## config.mk

```make
export PLATFORM = sky130hd
export DESIGN_NAME = keypad_scanner_param
export DESIGN_NICKNAME = d
export VERILOG_FILES = /design/src/rtl/keypad_scanner_param.sv
export SDC_FILE = /design/constraint.sdc
export NUM_CORES = 1
export LEC_CHECK = 0
export CAP_MARGIN = 30
export CORE_UTILIZATION = 35
export CTS_CLUSTER_DIAMETER = 200
export DETAILED_ROUTE_END_ITERATION = 10
export PLACE_DENSITY_LB_ADDON = 0.3
export SYNTH_ARGS = -nofsm -noshare
export SYNTH_HDL_FRONTEND = slang
export SYNTH_SLANG_ARGS = --single-unit
```

## constraint.sdc

```tcl
create_clock -name clk -period 2.5 [get_ports clk]
set_clock_uncertainty 0.05 [all_clocks]
set_input_delay 0.75 -clock clk [delete_from_list [all_inputs] [get_ports clk]]
set_output_delay 0.75 -clock clk [all_outputs]
set_load 0.01 [all_outputs]
```

## src/rtl/keypad_scanner_param.sv

```systemverilog
// Parametrised matrix-keypad scanner: one-hot active-low column drive,
// 2-FF row synchroniser, press/release debounce, linear key code output.
// Ports: clk, rst_n (async, active low), linhas[ROWS] (rows, active low),
//        colunas[COLS] (columns, active low), tecla[CODE_W] (key code,
//        all-ones = no key), key_valid (press strobe), key_held (key down).
// Optional feature: define KEYPAD_REPEAT_EN for auto-repeat of key_valid.
module keypad_scanner_param #(
  parameter int ROWS           = 4,
  parameter int COLS           = 4,
  parameter int SCAN_TICKS     = 50000,
  parameter int DEBOUNCE_TICKS = 500000,
  parameter int CODE_W         = $clog2(ROWS*COLS+1)
) (
  input  logic              clk,
  input  logic              rst_n,
  input  logic [ROWS-1:0]   linhas,
  output logic [COLS-1:0]   colunas,
  output logic [CODE_W-1:0] tecla,
  output logic              key_valid,
  output logic              key_held
);

  localparam int ROW_W  = $clog2(ROWS);
  localparam int COL_W  = $clog2(COLS);
  localparam int SCAN_W = $clog2(SCAN_TICKS);
  localparam int DEB_W  = $clog2(DEBOUNCE_TICKS);
  localparam logic [CODE_W-1:0] NULL_CODE = '1;

  typedef enum logic [1:0] {
    SCAN,
    DEB_PRESS,
    HELD,
    DEB_REL
  } state_t;

  state_t r_state;
  state_t w_state_nx;

  logic [ROWS-1:0]   r_sync1;
  logic [ROWS-1:0]   r_sync2;
  logic [COL_W-1:0]  r_col;
  logic [ROW_W-1:0]  r_row;
  logic [SCAN_W-1:0] r_scan_cnt;
  logic [DEB_W-1:0]  r_deb_cnt;
  logic [CODE_W-1:0] r_tecla;
  logic              r_key_valid;
  logic              r_key_held;

  logic              w_scan_end;
  logic              w_deb_end;
  logic              w_any_low;
  logic              w_row_hi;
  logic [ROW_W-1:0]  w_low_row;
  logic [COL_W-1:0]  w_col_nx;
  logic [CODE_W-1:0] w_code;
  logic              w_hit;
  logic              w_miss;
  logic              w_accept;
  logic              w_done;
  logic              w_deb_inc;
  logic              w_repeat;

  assign w_scan_end = (r_scan_cnt == SCAN_W'(SCAN_TICKS-1));
  assign w_deb_end  = (r_deb_cnt == DEB_W'(DEBOUNCE_TICKS-1));
  assign w_any_low  = ~&r_sync2;
  assign w_row_hi   = r_sync2[r_row];

  assign w_col_nx = (r_col == COL_W'(COLS-1)) ? '0
                  : r_col + 1'b1;

  assign w_code = CODE_W'(r_row) * CODE_W'(COLS)
                + CODE_W'(r_col);

  // Lowest-index low row wins among keys sharing a column.
  always_comb begin
    w_low_row = '0;
    for (int i = ROWS-1; i >= 0; i--) begin
      if (!r_sync2[i]) w_low_row = ROW_W'(i);
    end
  end

  assign w_hit    = (r_state == SCAN) && w_scan_end && w_any_low;
  assign w_miss   = (r_state == SCAN) && w_scan_end && !w_any_low;
  assign w_accept = (r_state == DEB_PRESS) && !w_row_hi && w_deb_end;
  assign w_done   = (r_state == DEB_REL) && w_row_hi && w_deb_end;

  assign w_deb_inc = ((r_state == DEB_PRESS) && !w_row_hi)
                   || ((r_state == DEB_REL) && w_row_hi);

  always_ff @(posedge clk or negedge rst_n) begin
    if (!rst_n) r_state <= SCAN;
    else        r_state <= w_state_nx;
  end

  always_comb begin
    w_state_nx = r_state;
    unique case (r_state)
      SCAN: begin
        if (w_hit) w_state_nx = DEB_PRESS;
      end
      DEB_PRESS: begin
        if (w_row_hi)       w_state_nx = SCAN;
        else if (w_deb_end) w_state_nx = HELD;
      end
      HELD: begin
        if (w_row_hi) w_state_nx = DEB_REL;
      end
      DEB_REL: begin
        if (!w_row_hi)      w_state_nx = HELD;
        else if (w_deb_end) w_state_nx = SCAN;
      end
      default: w_state_nx = SCAN;
    endcase
  end

`ifdef KEYPAD_REPEAT_EN
  localparam int REPEAT_TICKS = 8*DEBOUNCE_TICKS;
  localparam int REP_W        = $clog2(REPEAT_TICKS);

  logic [REP_W-1:0] r_rep_cnt;
  logic             w_rep_end;

  assign w_rep_end = (r_rep_cnt == REP_W'(REPEAT_TICKS-1));
  assign w_repeat  = (r_state == HELD) && w_rep_end;

  // Phase is set by the accepted press; counting pauses outside HELD.
  always_ff @(posedge clk or negedge rst_n) begin
    if (!rst_n) begin
      r_rep_cnt <= '0;
    end else if (w_accept) begin
      r_rep_cnt <= '0;
    end else if (r_state == HELD) begin
      r_rep_cnt <= w_rep_end ? '0 : r_rep_cnt + 1'b1;
    end
  end
`else
  assign w_repeat = 1'b0;
`endif

  always_ff @(posedge clk or negedge rst_n) begin
    if (!rst_n) begin
      r_sync1     <= '1;
      r_sync2     <= '1;
      r_col       <= '0;
      r_row       <= '0;
      r_scan_cnt  <= '0;
      r_deb_cnt   <= '0;
      r_tecla     <= NULL_CODE;
      r_key_valid <= 1'b0;
      r_key_held  <= 1'b0;
    end else begin
      r_sync1     <= linhas;
      r_sync2     <= r_sync1;
      r_key_valid <= w_accept | w_repeat;

      if ((r_state == SCAN) && !w_scan_end)
        r_scan_cnt <= r_scan_cnt + 1'b1;
      else
        r_scan_cnt <= '0;

      // Any break in stability restarts the debounce window.
      if (w_deb_inc && !w_deb_end)
        r_deb_cnt <= r_deb_cnt + 1'b1;
      else
        r_deb_cnt <= '0;

      if (w_miss || w_done) r_col <= w_col_nx;
      if (w_hit)            r_row <= w_low_row;

      if (w_accept) begin
        r_tecla    <= w_code;
        r_key_held <= 1'b1;
      end else if (w_done) begin
        r_tecla    <= NULL_CODE;
        r_key_held <= 1'b0;
      end
    end
  end

  assign colunas   = ~(COLS'(1) << r_col);
  assign tecla     = r_tecla;
  assign key_valid = r_key_valid;
  assign key_held  = r_key_held;

endmodule

```

* Word level (Yosys, flattened, before mapping)
Cells that the tools add are included.
** Word-level totals
- Bits in writable memories :: 0
- Memories :: 0
- Input bits :: 6
- Bits in registers :: 56
- Bits in latches :: 0
- ROM bits :: 0
** Cells by class
- Bitwise logic cells :: 1
- Magnitude comparators :: 1
- Multiply operators :: 0
- Reductions and logical operators :: 19
- Equality and inequality tests :: 10
- Shifts and indexed selects :: 1
- Add/subtract/negate cells :: 4
- Div/mod/pow operators :: 0
- Muxes and demuxes :: 20
** Operator list (number)
- two-way mux 2 bit :: 11
- adder 19 x 1 -> 19 bit, second input constant :: 1
- == test 19 bit, second input constant :: 1
- two-way mux 19 bit :: 1
- adder 16 x 1 -> 16 bit, second input constant :: 1
- == test 16 bit, second input constant :: 1
- two-way mux 16 bit :: 1
- two-way mux 5 bit :: 2
- logical AND 1 bit :: 9
- case mux 2 bit (4 select lines) :: 1
- AND reduction 4 bit :: 2
- == test 2 bit, second input constant :: 3
- inequality test 3 bit, second input constant :: 2
- adder 4 x 2 -> 5 bit :: 1
- zero test 1 bit :: 4
- inequality test 2 bit, second input constant :: 2
- NOT 4 bit :: 1
- << shifter 1 x 2 -> 4 bit, first input constant :: 1
- less-than comparator 2 x 3 -> 1 bit, second input constant :: 1
- two-way mux 1 bit :: 3
- adder 2 x 1 -> 2 bit, second input constant :: 1
- binary-select mux 1 bit (select 2 bit) :: 1
- == test 2 x 1 -> 1 bit, second input constant :: 1
- zero test 2 bit :: 1
- other kinds (2) :: 3

* Depth between registers and ports, before layout
- Word-level depth :: 7
- Mapped depth :: 7
- Gate-level depth less buffers :: 6

* Worst setup path before layout
Ideal clock, no wire load.
- Kind :: reg-to-reg
- Start :: register r_deb_cnt[0]
- End :: register r_deb_cnt[11]
- Period minus slack after synthesis :: 1.864 ns
- Arrival time :: 1.746 ns
- Cell stages (with the launch flop) :: 8
- Path slack :: 0.636 ns
- Required time :: 2.382 ns
- Cells stage by stage :: dfrtp_1 > ha_1 > and4_1 > and2_1 > or3_1 > buf_6 > buf_12 > nor2_4
** Between the ends
- Cells in the longest elaborated chain, start to end :: 4
** RTL lines
- from (decl) :: line 44 : logic [DEB_W-1:0] r_deb_cnt;
- from (signal assigned) :: line 163 : r_deb_cnt <= r_deb_cnt + 1'b1;
- parallel branches: the longest is 3 deep, another holds adder 19 x 1 -> 19 bit
- two-way mux 19 bit * :: line 162 : if (w_deb_inc && !w_deb_end)
Mark *: on every way between the ends.
A chain may end at the register's enable or synchronous reset.

* Final worst setup path
- Start :: register r_col[0]
- End :: output port colunas[0]
** Between the ends
- Cells in the longest elaborated chain, start to end :: 2
** RTL lines
- from (decl) :: line 41 : logic [COL_W-1:0] r_col;
- from (signal assigned) :: line 167 : if (w_miss || w_done) r_col <= w_col_nx;
- << shifter 1 x 2 -> 4 bit :: line 180 : assign colunas = ~(COLS'(1) << r_col);
- NOT 4 bit :: line 180
- to (decl) :: line 17 : output logic [COLS-1:0] colunas,
No other way between the ends.

==> results list <==
- CP Launch Type: flop
- Max-cap violations in this run came to 0.
- # Post-CTS Setup Buffers: 0
* Number of synthesis warnings: 0
- Entering global routing, the biggest net connects 37 pins.
- Setup repair after global routing left no endpoint under its margin.
* Clock slew at reported path FFs: around 0.1 ns
- Final worst path period share: 95.10%
- Global routing finished with a remaining overflow of 0.
* Final Hold Fails: 0
* Root buffer cell: sky130_fd_sc_hd__clkbuf_8
- Worst R2R Path Depth: 6
- By startpoint and endpoint, the worst setup path is classified as flop to primary output.
- Residual antenna-violating net count after detailed routing: 0
* Run status: completed
- The net count of the finished layout is approximately 280.
- Final setup fails: 0
- Power per unit of standard cell area: about 480 nW/µm²
- CP peak stage delay: 0.52 ns
- Crit. Startpoint: r_col[0]$_DFFE_PN0P_
* Hpwl dp: about 3.2 mm
- The longest clock path from root to sink contains 2 buffers.
- Max-slew violations: 0
- For this run, the detailed router's first-pass iteration total came to 4.
* Chain of cells forming the critical path: inv_1 -> ha_1 -> inv_1 -> clkdlybuf4s50_1
- The clock period could shrink to 2.377 ns.
- Vertical extent of the die: ~90 µm
- Most frequently used flop master after synthesis: sky130_fd_sc_hd__dfrtp_1
* Clock tree from TritonCTS: built
- Slew @ Worst Pin: about 0.53 ns
- During I/O placement, the number of pins put on the boundary was 17.
* Nature of the critical path endpoint: primary output
- In this run the tightest slew margin relative to its limit is 64.36%.
* Hold bufs inserted after CTS: 0
- Post-synth cell types: 36
- Startpoint of the worst-slack reg-to-reg timing path: r_row[1]$_DFFE_PN0P_
* DRC errors left: 0
- FF+latch count, synth: 56
- Fmax: between 400 and 500 MHz
- Summing every instance area after synthesis gives between 2000 and 3000 µm².
- Fraction of layout cells with a size suffix above 1: 13.70%
- Core region area: 7331 µm²
- PortBufs: 16
- Following the worst setup path forward leads to its endpoint at colunas[0].
- In this run the worst hold path is classified as flop to flop.
- Leakage power figure: between 1 and 1.5 nW
- Routability-driven placement finished with a final weighted congestion of 0.7142.
* Capture instance of the worst register-to-register path: r_deb_cnt[8]$_DFF_PN0_
- The number of clock buffers added by TritonCTS is 5.
- The cell that appears most often on the critical path is sky130_fd_sc_hd__inv_1.
- The die is 89.73 µm wide.
- Via count of the first global-routing pass: about 1,800
- Number of instances resized during post-cts repair: 0
- The number of antenna violations at the first check in global routing is 0.
* Number of antenna diodes: 0
- Dividing the detail-routed via count by the number of cells gives 4.762.
- In this run the core area contains 31 standard-cell rows.
* Routed wirelength normalized by instance count: 12.39 µm
* Initial core utilization: 36.75%
- Share of synthesized registers carrying an async set or reset: between 90% and 100%
- Required time reported for the critical path endpoint: 1.70 ns
- Summing the sequential cell areas from Yosys gives between 50% and 60% of the chip area.
* Sum of routed wire length over all layers: 4.571 mm
- Post-synth EDFFs: 0
* Post-Syn Area per Cell: 10.73 µm²
- The H-tree was split into 2 levels.
* Post-Synthesis Net Count: 263
- The worst register-to-register path has a setup slack of 0.47 ns.
- Counting every sink on the clock net gives 56.
- The first global-routing pass estimated 8.100 mm of wire.
- After the first detailed-routing iteration, the DRC count stood at 67.
- Area enclosed by the die boundary: 8051 µm²
- The routed layout has 1,757 vias.
- Across the VDD grid, the largest voltage drop is 0.2034 mV.
- Power comes to around 1.5 mW.
* Sum of negative setup slack: 0 ns
- Critical path fanouts, max: 6
- Cell at the slowest stage of the critical path: sky130_fd_sc_hd__clkdlybuf4s50_1
* WP data arrival: between 1.5 and 2 ns
- After technology mapping, the gate count stands at 251.
- Global router's overall resource usage: ~12%
* Layout Area Growth over Synthesis: 12.77%
* Insertion delay to the later sink of the worst-skew pair: around 0.30 ns
## state kept, by name, indices dropped and copies added, names as in the netlist, named ones only
signal	flops
r_row	2
r_state	1
r_scan_cnt	16
r_deb_cnt	19
key_held	1
r_sync2	4
tecla	5
r_col	2
key_valid	1
r_sync1	4
## layout make-up
type	instances	area, µm²
tap	99	123.9
inverter	9	33.78
clock buffer	8	90.09
timing repair buffer	18	182.7
sequential	56	1418
multi-input combinational	179	1190
fill	709	4293
## worst min-delay path by stage
stage                               from                    to  slack, ns  cells past startpoint
floorplan           r_sync1[0]$_DFF_PN1_  r_sync2[0]$_DFF_PN1_       0.30                      0
global placement    r_sync1[3]$_DFF_PN1_  r_sync2[3]$_DFF_PN1_       0.30                      0
detailed placement  r_sync1[3]$_DFF_PN1_  r_sync2[3]$_DFF_PN1_       0.30                      0
CTS                 r_sync1[3]$_DFF_PN1_  r_sync2[3]$_DFF_PN1_       0.31                      0
global route        r_sync1[2]$_DFF_PN1_  r_sync2[2]$_DFF_PN1_       0.32                      0
finish              r_sync1[3]$_DFF_PN1_  r_sync2[3]$_DFF_PN1_       0.31                      0
## metal layers
metal  global-route usage [%]  part of all wire [%]  vias to the layer above
met3                    3.299                   2.9                        5
met2                    20.38                    45                       19
met4                    3.689                   1.2                        0
li1                         -                     -                      891
met1                    16.03                    51                      842
met5                        0                     0                        -
## worst max-delay path: cells and delay by family, from the launching register on
kind                     cells  cell delay (ns)
flip-flops                   1             0.43
buffers and inverters        3             0.65
adder cells (fa/ha/maj)      1             0.19
## per-stage QoR
| step | instance area [µm²] | cells | hold WS (ns) | util (%) | worst slack, ns |
|---|---|---|---|---|---|
| floorplan | 2694 | 251 | 0.2952 | - | 0.6363 |
| global placement | 2948 | 361 | 0.2972 | 40.21 | 0.4679 |
| detailed placement | 2948 | 361 | 0.2978 | 40.21 | 0.4511 |
| CTS | 3038 | 369 | 0.3115 | 41.44 | 0.09898 |
| global route | 3038 | 369 | 0.3198 | 41.44 | 0.01160 |
| finish | 3038 | 369 | 0.3097 | 41.44 | 0.1226 |
## placed cells by master (no fill, tap or decap), types with 5 or more instances in the layout
| cell | n |
|---|---|
| sky130_fd_sc_hd__nor2_4 | 8 |
| sky130_fd_sc_hd__ha_1 | 6 |
| sky130_fd_sc_hd__nor2_1 | 31 |
| sky130_fd_sc_hd__clkbuf_8 | 6 |
| sky130_fd_sc_hd__nand4_1 | 7 |
| sky130_fd_sc_hd__and3_1 | 12 |
| sky130_fd_sc_hd__nand2_1 | 22 |
| sky130_fd_sc_hd__nand3_1 | 12 |
| sky130_fd_sc_hd__a21oi_1 | 7 |
| sky130_fd_sc_hd__inv_1 | 9 |
| sky130_fd_sc_hd__xnor2_1 | 8 |
| sky130_fd_sc_hd__dfrtp_1 | 43 |
| sky130_fd_sc_hd__xor2_1 | 23 |
| sky130_fd_sc_hd__dfstp_2 | 13 |
| sky130_fd_sc_hd__clkdlybuf4s50_1 | 15 |
| sky130_fd_sc_hd__a2bb2oi_1 | 5 |
## synth_stat cells (6+ instances only)
library cell | n | area share, %
sky130_fd_sc_hd__ha_1 | 6 | 2.8
sky130_fd_sc_hd__nor2_4 | 8 | 3.3
sky130_fd_sc_hd__and3_1 | 12 | 2.8
sky130_fd_sc_hd__a21oi_1 | 7 | 1.3
sky130_fd_sc_hd__xnor2_1 | 8 | 2.6
sky130_fd_sc_hd__nand2_1 | 22 | 3.1
sky130_fd_sc_hd__dfstp_2 | 13 | 13
sky130_fd_sc_hd__nor2_1 | 31 | 4.3
sky130_fd_sc_hd__xor2_1 | 23 | 7.5
sky130_fd_sc_hd__nand3_1 | 12 | 2.2
sky130_fd_sc_hd__inv_1 | 9 | 1.3
sky130_fd_sc_hd__nand4_1 | 7 | 1.6
sky130_fd_sc_hd__dfrtp_1 | 43 | 40
## where the power goes
group	switching (mW)	internal [mW]	leakage, nW
Clock	0.273	0.227	0.0455
Combinational	0.0260	0.0140	0.464
Sequential	0.00378	0.917	0.722
Total	0.303	1.16	1.23
## cell families after synthesis
logic type	synth area share (%)
muxes	3.205
xor gates and xnor gates	10.08
adders and majority gates	2.787
buffers and inverters	3.205
AOI/OAI and AO/OA	5.248
and+or+nand+nor	22.85
DFF	52.62
No activity file was read; power rests on OpenSTA's default activity.
==> variant 1: new RTL, config.mk and constraints unchanged <==
Build with the macro `KEYPAD_REPEAT_EN` defined.
--- a/src/rtl/keypad_scanner_param.sv
+++ b/src/rtl/keypad_scanner_param.sv
@@ -4,6 +4,8 @@
 //        colunas[COLS] (columns, active low), tecla[CODE_W] (key code,
 //        all-ones = no key), key_valid (press strobe), key_held (key down).
 // Optional feature: define KEYPAD_REPEAT_EN for auto-repeat of key_valid.
+`define KEYPAD_REPEAT_EN
+
 module keypad_scanner_param #(
   parameter int ROWS           = 4,
   parameter int COLS           = 4,
Formal check against the unedited RTL: no difference found for any inputs over 10 cycles, from zero or initial values and one cycle with rst_n low; that may be too few to reach the edited logic, so the function may still have changed.
==> variant 1 against the unedited design <==
- routed wire length increased by 57%
- worst setup slack got worse by 6.2 ps
- die area increased by 38%
- area after synthesis rose by 39%
- sequential share of layout area shrank 1.3 points
- total power up 68%
- highest routed layer unchanged
- non-clock buffer count grew 6
- final area up 43%
- largest power group unchanged
- sequential cell count is 22 higher
- combinational power rose by 6.2%
- largest cell class unchanged
==> variant 1: results (changes against the unedited design) <==
* Global router's overall resource usage at 14.6% (was 12.4%)
* Final net count at 413 (was 281)
* Pin count of the biggest net entering global routing at 46 (was 37)
* RD Place Congestion at 0.772 (was 0.714)
* Switching pwr at 0.507 mW (was 0.303 mW)
* Wire length on met3 at 260 um (was 131 um)
* Vias post-DR at 2703 (was 1757)
* Number of DRC violations after detailed-routing iteration 0 at 156 (was 67)
* CTS Buf Count at 9 (was 5)
* Total length of routed met2 wires at 3460 um (was 2070 um)
* Clock power frac at 46.3% (was 34.2%)
* Met2 track demand over resource at 24.1% (was 20.4%)
* Status: complete, no violations (unchanged)
* Post-DP HPWL at 4850 um (was 3230 um)
* Synthesized-area fraction occupied by ao, oa, aoi and oai cells at 7.89% (was 5.25%)
* Number of distinct library cells after synthesis at 45 (was 36)
* Worst min-delay path endpoint: r_sync2[1]$_DFF_PN1_ (was r_sync2[3]$_DFF_PN1_)
* Mux cell area share after synthesis at 1.50% (was 3.20%)
* Largest fanout on the critical path at 4 (was 6)
* Sequential logic power at 1.28 mW (was 0.921 mW)
* Worst ir drop on vdd at 0.420 mV (was 0.203 mV)
* GRT met1 Usage at 18.5% (was 16.0%)
* Largest cells by area after synthesis: sky130_fd_sc_hd__dfrtp_1, sky130_fd_sc_hd__dfstp_2, sky130_fd_sc_hd__xor2_1 (unchanged)
* Worst reg2reg path endpoint: r_col[1]$_DFFE_PN0P_ (was r_deb_cnt[8]$_DFF_PN0_)
* Clock transition at the registers of the reported paths at 80 ps (was 100 ps)
* Met3 capacity usage during global routing at 3.96% (was 3.30%)
* Launch point of the worst reg-to-reg path: r_scan_cnt[11]$_DFF_PN0_ (was r_row[1]$_DFFE_PN0P_)
* Placed cell areas at 4090 um2 (was 2950 um2)
* Worst Max-Slew Pin Slew at 594 ps (was 530 ps)
* Number of flip-flops under the largest register name at 22 (was 19)
* Net count after synthesis at 389 (was 263)
* Top post-synthesis cells by count: sky130_fd_sc_hd__nor2_1, sky130_fd_sc_hd__dfrtp_1, sky130_fd_sc_hd__xor2_1 (was sky130_fd_sc_hd__dfrtp_1, sky130_fd_sc_hd__nor2_1, sky130_fd_sc_hd__xor2_1)
* Depth of the CTS H-tree at 3 (was 2)
* Worst setup path startpoint: r_col[1]$_DFFE_PN0P_ (was r_col[0]$_DFFE_PN0P_)
* Proportion of layout cells with a drive suffix above 1 at 11.1% (was 13.7%)
==> variant 1: cell count changes after synthesis, sizes merged, moves of 5 or more <==
cell,unedited run,this run
nor2,41,68
a21oi,7,14
dfrtp,43,65
or3,1,9
o21ai,4,18
a2bb2oi,5,0
xor2,23,29
o211ai,0,5
nand3,12,18
nor2b,0,5
==> variant 1: metrics by stage <==
stage | instances | hold WS [ps] | utilization [%] | setup slack [ps]
2_1_floorplan | 376 | 295 | - | 350
3_3_place_gp | 525 | 296 | 39.6 | 297
3_5_place_dp | 525 | 297 | 39.6 | 299
4_1_cts | 541 | 310 | 42.0 | 19.6
5_1_grt | 541 | 313 | 42.0 | 2.35
6_report | 541 | 307 | 42.0 | 116
==> variant 1: timing repair <==
item	CTS	global route
gates resized for setup	0	2
endpoints found under the hold margin	0	0
setup endpoints to repair	0	2
==> variant 1: worst max-delay path, cell delays in order (launching register included) <==
cell and delay (ps):
sky130_fd_sc_hd__dfrtp_1 400, sky130_fd_sc_hd__inv_1 90, sky130_fd_sc_hd__ha_1 180, sky130_fd_sc_hd__inv_1 50, sky130_fd_sc_hd__clkdlybuf4s50_1 520
==> variant 1: cells by family (layout without fill, tap and decap cells) <==
family	Yosys count	after routing
and+or+nand+nor	174	174
DFF	78	78
AOI/OAI and AO/OA	49	49
xor gates and xnor gates	41	41
buffers and inverters	23	52
adders and majority gates	7	7
muxes	4	4
==> variant 1: layout make-up <==
| class | count | area (um2) |
|---|---|---|
| Inverter | 12 | 45.0 |
| Multi-Input combinational cell | 275 | 1680 |
| Sequential cell | 78 | 1970 |
| Clock inverter | 7 | 120 |
| Tap cell | 136 | 170 |
| Fill cell | 990 | 5980 |
| Clock buffer | 9 | 124 |
| Timing Repair Buffer | 24 | 235 |
==> variant 2: new RTL, same settings <==
Made on the original files. Encoding of `state_t`: now one-hot (4 bits for 4 states).
--- a/src/rtl/keypad_scanner_param.sv
+++ b/src/rtl/keypad_scanner_param.sv
@@ -26,11 +26,11 @@
   localparam int DEB_W  = $clog2(DEBOUNCE_TICKS);
   localparam logic [CODE_W-1:0] NULL_CODE = '1;
 
-  typedef enum logic [1:0] {
-    SCAN,
-    DEB_PRESS,
-    HELD,
-    DEB_REL
+  typedef enum logic [3:0] {
+    SCAN      = 4'b0001,
+    DEB_PRESS = 4'b0010,
+    HELD      = 4'b0100,
+    DEB_REL   = 4'b1000
   } state_t;
 
   state_t r_state;
Function: same outputs for any inputs over 10 cycles, from zero or initial values and one cycle with rst_n low; not proved beyond that.
==> variant 2 against the unedited design <==
- non-clock buffer count up 2
- total power is 33% higher
- worst setup slack worse by 25 ps
- area after synthesis up 3.4%
- sequential cell count is 2 higher
- final area is 7.9% higher
- critical path type unchanged
- via count is 7.5% higher
- routed wire length increased by 7.2%
- combinational power shrank 16%
==> variant 2: results (changes against the unedited design) <==
* Final net count at 301 (was 281)
* Net count after synthesis at 277 (was 263)
* Number of detailed-route iterations in the first pass at 6 (was 4)
* Number of buffers inserted by post-CTS setup repair at 0 (unchanged)
* Wire length per cell at 12.4 um (about the same)
* Largest fanout on the critical path at 4 (was 6)
* Proportion of layout cells with a drive suffix above 1 at 14.6% (was 13.7%)
* Worst ir drop on vdd at 0.358 mV (was 0.203 mV)
* Clock transition at the registers of the reported paths at 70 ps (was 100 ps)
* Share of synthesized registers carrying an async set or reset at 100% (unchanged)
* Global router's overall resource usage at 13.3% (was 12.4%)
* Slowest cell on the critical path: sky130_fd_sc_hd__clkdlybuf4s50_1 (unchanged)
* Vias in the first global route at 1889 (was 1776)
* Number of distinct library cells after synthesis at 47 (was 36)
* Placed cell areas at 3060 um2 (was 2950 um2)
* Maximum root-to-sink buffer count at 2 (unchanged)
* Port Buffers at 16 (unchanged)
* Fraction of the yosys area taken by sequential cells at 52.7% (was 52.6%)
* Via density per instance at 4.77 (was 4.76)
* Post-DP HPWL at 3340 um (was 3230 um)
* Syn. warnings at 0 (unchanged)
* Status: complete, no violations (unchanged)
* Largest cells by area after synthesis: sky130_fd_sc_hd__dfrtp_1, sky130_fd_sc_hd__dfstp_2, sky130_fd_sc_hd__xnor2_1 (was sky130_fd_sc_hd__dfrtp_1, sky130_fd_sc_hd__dfstp_2, sky130_fd_sc_hd__xor2_1)
* Worst skew pair latency at 330 ps (was 300 ps)
* Number of flip-flops under the largest register name at 19 (unchanged)
* GRT Residual Overflow at 0 (unchanged)
* Antenna violations before repair at 0 (unchanged)
* GRT met1 Usage at 17.4% (was 16.0%)
* Family of cells with the greatest summed delay on the critical path: buffers and inverters (unchanged)
* Depth of the CTS H-tree at 3 (was 2)
* HP Class: flip-flop to flip-flop (unchanged)
* Number of filler cells placed in the layout at 744 (was 709)
* Register name with the most flops: r_deb_cnt (unchanged)
* RD Place Congestion at 0.756 (was 0.714)
* Clock Root Buffer: sky130_fd_sc_hd__clkbuf_8 (unchanged)
* Number of DRC violations after detailed-routing iteration 0 at 69 (was 67)
* Pin count of the biggest net entering global routing at 40 (was 37)
* Met2 track demand over resource at 20.5% (was 20.4%)
* Worst Max-Slew Pin Slew at 610 ps (was 530 ps)
* Wire length of the first global-routing pass at 8700 um (was 8100 um)
* Number of antenna cells inserted at 0 (unchanged)
* Top post-synthesis cells by count: sky130_fd_sc_hd__nor2_1, sky130_fd_sc_hd__dfrtp_1, sky130_fd_sc_hd__xnor2_1 (was sky130_fd_sc_hd__dfrtp_1, sky130_fd_sc_hd__nor2_1, sky130_fd_sc_hd__xor2_1)
* Prevailing post-synth register cell: sky130_fd_sc_hd__dfrtp_1 (unchanged)
* Arrival time reported for the critical path endpoint at 1600 ps (was 1580 ps)
* Static power due to leakage at 1.38 nW (was 1.23 nW)
* Delay of the slowest critical-path stage at 520 ps (about the same)
* CTS Buf Count at 9 (was 5)
* Met3 capacity usage during global routing at 5.28% (was 3.30%)
variant 2: worst paths after layout:
| check | cells after the start | start | slack [ps] | to |
|---|---|---|---|---|
| worst max-delay path | 4 | r_col[1]$_DFFE_PN0P_ | 100 | colunas[0] |
| worst min-delay path | 0 | r_sync1[2]$_DFF_PN1_ | 300 | r_sync2[2]$_DFF_PN1_ |
| worst max register to register | 6 | r_deb_cnt[6]$_DFF_PN0_ | 260 | r_state[2]$_DFFE_PN0P_ |
| worst min register to register | 0 | r_sync1[2]$_DFF_PN1_ | 300 | r_sync2[2]$_DFF_PN1_ |
| max in group asynchronous | 2 | rst_n | 1450 | r_sync1[3]$_DFF_PN1_ |
| min in group asynchronous | 1 | rst_n | 320 | r_row[1]$_DFFE_PN0P_ |
variant 2: logic make-up after synthesis:
| family | count (synthesis) | synth area share, % |
|---|---|---|
| AO/OA/AOI/OAI | 27 | 6.87 |
| XOR/XNOR | 31 | 9.75 |
| buffers and inverters | 25 | 4.09 |
| flip-flops | 58 | 52.7 |
| AND/OR/NAND/NOR | 113 | 21.2 |
| adder cells (fa/ha/maj) | 6 | 2.70 |
| multiplexers | 5 | 2.61 |
variant 2: stage by stage:
step	setup slack (ps)	instances	hold WS, ps	util, %	power [mW]
CTS	34.2	396	302	42.4	1.96
global placement	302	380	295	39.7	1.01
global route	6.86	396	308	42.4	2.01
detailed placement	245	380	297	39.7	1.01
finish	97.8	396	298	42.4	1.94
floorplan	440	265	295	-	0.976
variant 2: power breakdown:
group,switching (mW),internal (mW)
clock,0.358,0.588
combinational,0.0214,0.0123
sequential,0.00483,0.951
variant 2: cell type report:
cell class                 instances  share of cell area, %
clock buffer                      13                   4.54
clock inverter                     3                   1.98
inverter                          18                   2.06
multi-input combinational        182                   36.7
sequential                        58                   44.8
tap                              102                   3.89
timing repair buffer              20                   6.03
variant 2: per-layer routing:
metal,up-vias,wire length (um)
met4,0,57
li1,945,-
met1,914,2450
met5,-,0
met2,22,2200
met3,7,189
variant 2: worst reg2reg max path, cell delays in order, from the launching register on:
cell and delay, ps:
sky130_fd_sc_hd__dfrtp_1 410, sky130_fd_sc_hd__or4_4 540, sky130_fd_sc_hd__nor4_2 250, sky130_fd_sc_hd__and4_1 420
sky130_fd_sc_hd__buf_4 190, sky130_fd_sc_hd__nand3b_1 80, sky130_fd_sc_hd__a211oi_1 210
variant 2: repair_timing:
| item | 4_1_cts | 5_1_grt |
|---|---|---|
| hold buffers | 0 | 0 |
| resized for setup | 0 | 1 |
| endpoints found under the setup margin | 0 | 2 |
